$ cat config.mk
export PLATFORM = sky130hd
export DESIGN_NAME = condicionador_botoes
export DESIGN_NICKNAME = d
export VERILOG_FILES = /design/src/rtl/condicionador_botoes.sv
export SDC_FILE = /design/constraint.sdc
export NUM_CORES = 1
export LEC_CHECK = 0
export CAP_MARGIN = 20
export CORE_MARGIN = 4
export CORE_UTILIZATION = 40
export CTS_CLUSTER_SIZE = 28
export DETAILED_ROUTE_END_ITERATION = 10
export GPL_ROUTABILITY_DRIVEN = 0
export GPL_TIMING_DRIVEN = 0
export MAX_ROUTING_LAYER = met4
export PLACE_DENSITY_LB_ADDON = 0.12
export REMOVE_ABC_BUFFERS = 1
export SKIP_LAST_GASP = 1
export SLEW_MARGIN = 20
export SYNTH_ARGS = -nofsm -noshare
export SYNTH_HDL_FRONTEND = slang
export SYNTH_SLANG_ARGS = --single-unit
$ cat constraint.sdc
create_clock -name clk -period 5.3 [get_ports clk]
set_clock_uncertainty 0.1 [all_clocks]
set_input_delay 0.53 -clock clk [delete_from_list [all_inputs] [get_ports clk]]
set_output_delay 0.53 -clock clk [all_outputs]
set_load 0.01 [all_outputs]
$ cat src/rtl/condicionador_botoes.sv
// Button conditioner: per-channel 2-flop synchronizer and debounce FSM, one-shot
// press pulses gated by enable, and a saturating count of accepted presses.
module condicionador_botoes #(
    parameter int N_BOTOES        = 8,
    parameter int DEBOUNCE_CYCLES = 50000
) (
    input  logic                clk,
    input  logic                rst,
    input  logic [N_BOTOES-1:0] botoes_raw,
    input  logic                enable,
    input  logic                limpar_contagem,
    output logic [N_BOTOES-1:0] botoes_pulso,
    output logic [N_BOTOES-1:0] botoes_estavel,
    output logic                algum_pulso,
    output logic [15:0]         contagem_jogadas
);

    localparam int            CW     = (DEBOUNCE_CYCLES > 1) ? $clog2(DEBOUNCE_CYCLES) : 1;
    localparam logic [CW-1:0] LIMITE = CW'(DEBOUNCE_CYCLES - 2);
    localparam int            PW     = $clog2(N_BOTOES + 1);

    typedef enum logic [1:0] {
        SOLTO,
        CONF_PRESS,
        PRESSIONADO,
        CONF_SOLTA
    } estado_t;

    logic [N_BOTOES-1:0] r_sync1;
    logic [N_BOTOES-1:0] r_sync2;
    logic [N_BOTOES-1:0] w_pulso;
    logic [N_BOTOES-1:0] w_estavel;
    logic [PW-1:0]       w_popcount;
    logic [16:0]         w_soma;
    logic [15:0]         r_contagem;

    always_ff @(posedge clk or posedge rst) begin
        if (rst) begin
            r_sync1 <= '0;
            r_sync2 <= '0;
        end else begin
            r_sync1 <= botoes_raw;
            r_sync2 <= r_sync1;
        end
    end

    // The stable level is registered with the state so it is 1 exactly in PRESSIONADO/CONF_SOLTA;
    // the pulse only fires on the CONF_PRESS -> PRESSIONADO edge, so a bounce back from
    // CONF_SOLTA or enable rising later while held never produces one.
    for (genvar i = 0; i < N_BOTOES; i++) begin : g_canal
        estado_t       r_estado;
        logic [CW-1:0] r_contador;
        logic          r_pulso;
        logic          r_estavel;

        always_ff @(posedge clk or posedge rst) begin
            if (rst) begin
                r_estado   <= SOLTO;
                r_contador <= '0;
                r_pulso    <= 1'b0;
                r_estavel  <= 1'b0;
            end else begin
                r_pulso <= 1'b0;
                case (r_estado)
                    SOLTO: begin
                        if (r_sync2[i]) begin
                            r_estado   <= CONF_PRESS;
                            r_contador <= '0;
                        end
                    end
                    CONF_PRESS: begin
                        if (!r_sync2[i]) begin
                            r_estado <= SOLTO;
                        end else if (r_contador == LIMITE) begin
                            r_estado  <= PRESSIONADO;
                            r_estavel <= 1'b1;
                            r_pulso   <= enable;
                        end else begin
                            r_contador <= r_contador + CW'(1);
                        end
                    end
                    PRESSIONADO: begin
                        if (!r_sync2[i]) begin
                            r_estado   <= CONF_SOLTA;
                            r_contador <= '0;
                        end
                    end
                    CONF_SOLTA: begin
                        if (r_sync2[i]) begin
                            r_estado <= PRESSIONADO;
                        end else if (r_contador == LIMITE) begin
                            r_estado  <= SOLTO;
                            r_estavel <= 1'b0;
                        end else begin
                            r_contador <= r_contador + CW'(1);
                        end
                    end
                    default: begin
                        r_estado  <= SOLTO;
                        r_estavel <= 1'b0;
                    end
                endcase
            end
        end

        assign w_pulso[i]   = r_pulso;
        assign w_estavel[i] = r_estavel;
    end

    always_comb begin
        w_popcount = '0;
        for (int k = 0; k < N_BOTOES; k++) begin
            w_popcount = w_popcount + PW'(w_pulso[k]);
        end
    end

    assign w_soma = {1'b0, r_contagem} + 17'(w_popcount);

    // Clear wins over a same-cycle increment; the carry bit signals saturation.
    always_ff @(posedge clk or posedge rst) begin
        if (rst) begin
            r_contagem <= '0;
        end else if (limpar_contagem) begin
            r_contagem <= '0;
        end else if (w_soma[16]) begin
            r_contagem <= 16'hFFFF;
        end else begin
            r_contagem <= w_soma[15:0];
        end
    end

    assign botoes_pulso     = w_pulso;
    assign botoes_estavel   = w_estavel;
    assign algum_pulso      = |w_pulso;
    assign contagem_jogadas = r_contagem;

endmodule

==> out/qor.log <==
[status] result of the run completed
[drt] antenna violation net count after detailed routing 0
[run] max capacitance violation total 0
[finish] post-route non-filler standard cell count 1370
[synthesis] synthesis-stage register bit count 192
[setup_path] Most Frequent Cell on Critical Path sky130_fd_sc_hd__fa_1
[global_routing] number of global-route vias before repair 6879
[floorplanning] number of placement rows 57
[setup_path] cell at the slowest stage of the critical path sky130_fd_sc_hd__or3_1
[synthesis] proportion of synthesized flip-flops having asynchronous set or reset 100.0%
[clock_tree] buffer count from post-CTS setup fixing 0
[finish] highest-count cells in the layout ignoring fill and taps 192 x sky130_fd_sc_hd__dfrtp_1, 95 x sky130_fd_sc_hd__nand2_1, 93 x sky130_fd_sc_hd__nor2_1
[synthesis] Synth Area per Inst 9.820 sq um
[synthesis] dominant combinational cell family by area after synthesis simple AND/OR/NAND/NOR gates
[setup_path] endpoint required time on the critical path 5.53 ns
[drt] vias after detailed routing 7114
[clock_tree] # clock sinks 192
[sta] Hold Worst Slack 0.2490 ns
[synthesis] post-synthesis instance area 9967 sq um
[drt] Avg Vias per Cell 5.193
[drt] total length of routed wires 19470 microns
[clock_tree] cells resized by post-CTS repair 0
[floorplanning] Core Box Area 24390 sq um
[floorplanning] initial core utilization 40.86%
[synthesis] share of the synthesized area in compound gates (AO/OA/AOI/OAI) 10.65%
[pwr] leakage power of the design 4.903 nW
[placed_design] buffers added on ports 44
[clock_tree] Clock Path Buffers 2
[synthesis] Synth Flop Type sky130_fd_sc_hd__dfrtp_1
[synthesis] Adder-Cell Fraction of Synth Area 3.766%
[synthesis] share of the synthesized netlist area taken by xor and xnor gates 6.766%
[setup_path] category of the worst setup path capture point flop
[global_routing] global-route usage over all layers 15.02%
[drt] router iterations before antenna repair 4
[placed_design] DP Wirelength 13420 microns
[finish] Final Net Count 1074
[clock_tree] number of H-tree branching levels 4
[finish] most common cell after layout, fill and taps aside sky130_fd_sc_hd__dfrtp_1
[setup_path] Max stage delay on crit path 0.59 ns
[finish] area added between synthesis and finish 13.36%
[synthesis] mux contribution to synthesized area 2.021%
[global_routing] global-route wire length before repair 34110 microns
[setup_path] number of buffer and inverter stages on the critical path 2
[setup_path] Worst path top cell family by delay adder cells
[sta] total setup violations reported at the end of the flow 0
[clock_tree] Clock transition at path regs 0.06 ns
[clock_tree] clock root buffer sky130_fd_sc_hd__clkbuf_16
[sta] Max transition margin 33.51%
[placed_design] total placed instance area 10680 sq um
[finish] fraction of layout cells with a size suffix above 1 6.883%
[sta] fin. max-slew vios 0
[floorplanning] die width 165.9 microns
[pwr] total power divided by cell area 273.0 nW/um^2
[global_routing] antenna violations before repair 0
[clock_tree] CTS tree built
[synthesis] yosys warns 0
[clock_tree] number of clock buffers inserted by TritonCTS 17
[floorplanning] DIE AREA 27510 sq um
[global_routing] pin count of the biggest net entering global routing 76
[setup_path] startpoint-to-endpoint class of the critical path flop to flop
[floorplanning] die height 165.9 microns
[sta] Tightest Pin Transition 0.9903 ns
[floorplanning] num ports 45
[synthesis] number of enable flip-flop cells after synthesis 0
[setup_path] crit path max fanout 11
[placed_design] Setup Slack @ Placement 1.328 ns
[pwr] Max IR drop VDD 0.2096 mV
[clock_tree] cts hold-fix bufs 0
[placed_design] Post-Place Cells 1340
[global_routing] Congestion Overflow GR 0
[setup_path] CP cell instances fa_1 > inv_1 > fa_1 > fa_1 > fa_1 > inv_1 > fa_1 > nand3_1 > and2_0 > or3_1 > a21oi_1
[drt] number of DRC violations after detailed-routing iteration 0 331
[finish] fillers 2343
[synthesis] Yosys cell types 67
[synthesis] share of synthesized cell area in and, or, nand and nor gates 24.55%
[sta] RSZ-0062 raised after global routing no
[drt] average detailed-routed wire length per instance 14.21 microns
[finish] cell area after layout 11300 sq um
[clock_tree] Clock Latency Late Sink 0.42 ns
[synthesis] cells after synthesis 1015
[sta] time the final worst path needs with I/O delays and setup 3.998 ns
[setup_path] element type at the critical path start flop
[sta] final clock period utilization by the worst path 75.43%
[drt] DRC 0
[setup_path] data arrival time of the critical path 4.23 ns
[sta] Fmax 250.1 MHz
[sta] final worst slack 1.302 ns
[worst_hold_path] worst min path class flop to flop
[finish] n_diodes 0
[sta] Final Hold Fails 0
[synthesis] share of synthesized area occupied by flip-flops and latches 48.20%
## where the power goes
group          switching (mW)  internal, mW
Clock                   0.536         0.776
Sequential             0.0802          1.51
Combinational           0.102        0.0755
## cell type report
type                            count  area, sq um  share of cell area [%]
Clock buffer                       21        470.5                   4.164
Clock inverter                      9        132.6                   1.174
Inverter                           37        146.4                   1.296
Multi-Input combinational cell    736         4812                   42.59
Sequential cell                   192         4805                   42.53
Tap cell                          324        405.4                   3.588
Timing Repair Buffer               51        526.8                   4.662
## routing by layer
| layer | vias to the layer above | wire [microns] | global-route usage [%] |
|---|---|---|---|
| met5 | - | 0 | - |
| met4 | 0 | 123 | 3.336 |
| met3 | 10 | 420 | 3.023 |
| met2 | 51 | 9008 | 22.73 |
| met1 | 3399 | 9915 | 21.10 |
| li1 | 3654 | - | - |
## registers in the layout, indices dropped and copies added, names as in the netlist, named ones only
| name | count |
|---|---|
| contagem_jogadas | 16 |
| g_canal.r_contador | 128 |
| g_canal.r_estado | 8 |
| g_canal.r_estavel | 8 |
| g_canal.r_pulso | 8 |
| r_sync1 | 8 |
| r_sync2 | 8 |
## worst reg2reg max path: cells and delay by family (launching register included)
family | cells | cell delay [ns]
buffers and inverters | 2 | 0.14
AND/OR/NAND/NOR | 3 | 0.95
flip-flops | 1 | 0.42
adder cells (fa/ha/maj) | 5 | 2.09
AO/OA/AOI/OAI | 1 | 0.21
## synthesized netlist by cell type (all sizes together), types with 4 or more instances
library cell	count	area share [%]
nor4	19	1.7
a21oi	40	2.0
buf	27	1.8
nand3	50	2.5
and4	8	0.70
nor3b	6	0.45
nor4b	6	0.53
nand3b	10	0.75
nand2b	8	0.50
a22o	20	1.8
mux2	9	1.0
a21o	7	0.53
nor2b	6	0.38
xnor2	31	2.7
or4	9	0.72
and4b	7	0.70
fa	5	1.0
or2	6	0.38
clkbuf	23	0.87
nor2	93	3.5
nand4	29	1.8
nor3	23	1.2
or4bb	4	0.45
inv	37	1.4
and2	6	0.38
nand2	96	3.6
or3	16	1.0
o21ai	64	3.2
o221ai	7	0.62
xor2	46	4.0
and3	17	1.1
o31ai	8	0.60
mux2i	10	1.0
ha	22	2.8
nand4b	8	0.70
or3b	4	0.35
or4b	7	0.70
dfrtp	192	48
## through the flow
stage	total power, mW	TNS (ns)	util [%]
finish	3.085	0	46.32
floorplan	1.728	-106.98	-
global placement	1.793	-650.06	43.25
global route	3.244	0	46.32
detailed placement	1.804	0	43.78
CTS	3.142	0	46.26
## cells by family after synthesis
kind of cell / Yosys count
mux: 19
fa+ha+maj: 27
xor+xnor: 77
buf+inv: 87
simple gates: 443
flops: 192
compound gates: 170
## path summary, 6_finish.rpt
kind / from / endpoint / slack [ns] / cells after the start
max in group asynchronous: rst / g_canal[7].r_contador[14] / 3.96 / 3
min in group asynchronous: rst / g_canal[5].r_estavel / 0.43 / 2
setup reg to reg: contagem_jogadas[0] / contagem_jogadas[1] / 1.30 / 11
hold reg to reg: r_sync1[4] / r_sync2[4] / 0.25 / 0
setup / recovery: contagem_jogadas[0] / contagem_jogadas[1] / 1.30 / 11
hold / removal: r_sync1[4] / r_sync2[4] / 0.25 / 0
(Power assumes the default switching activity.)
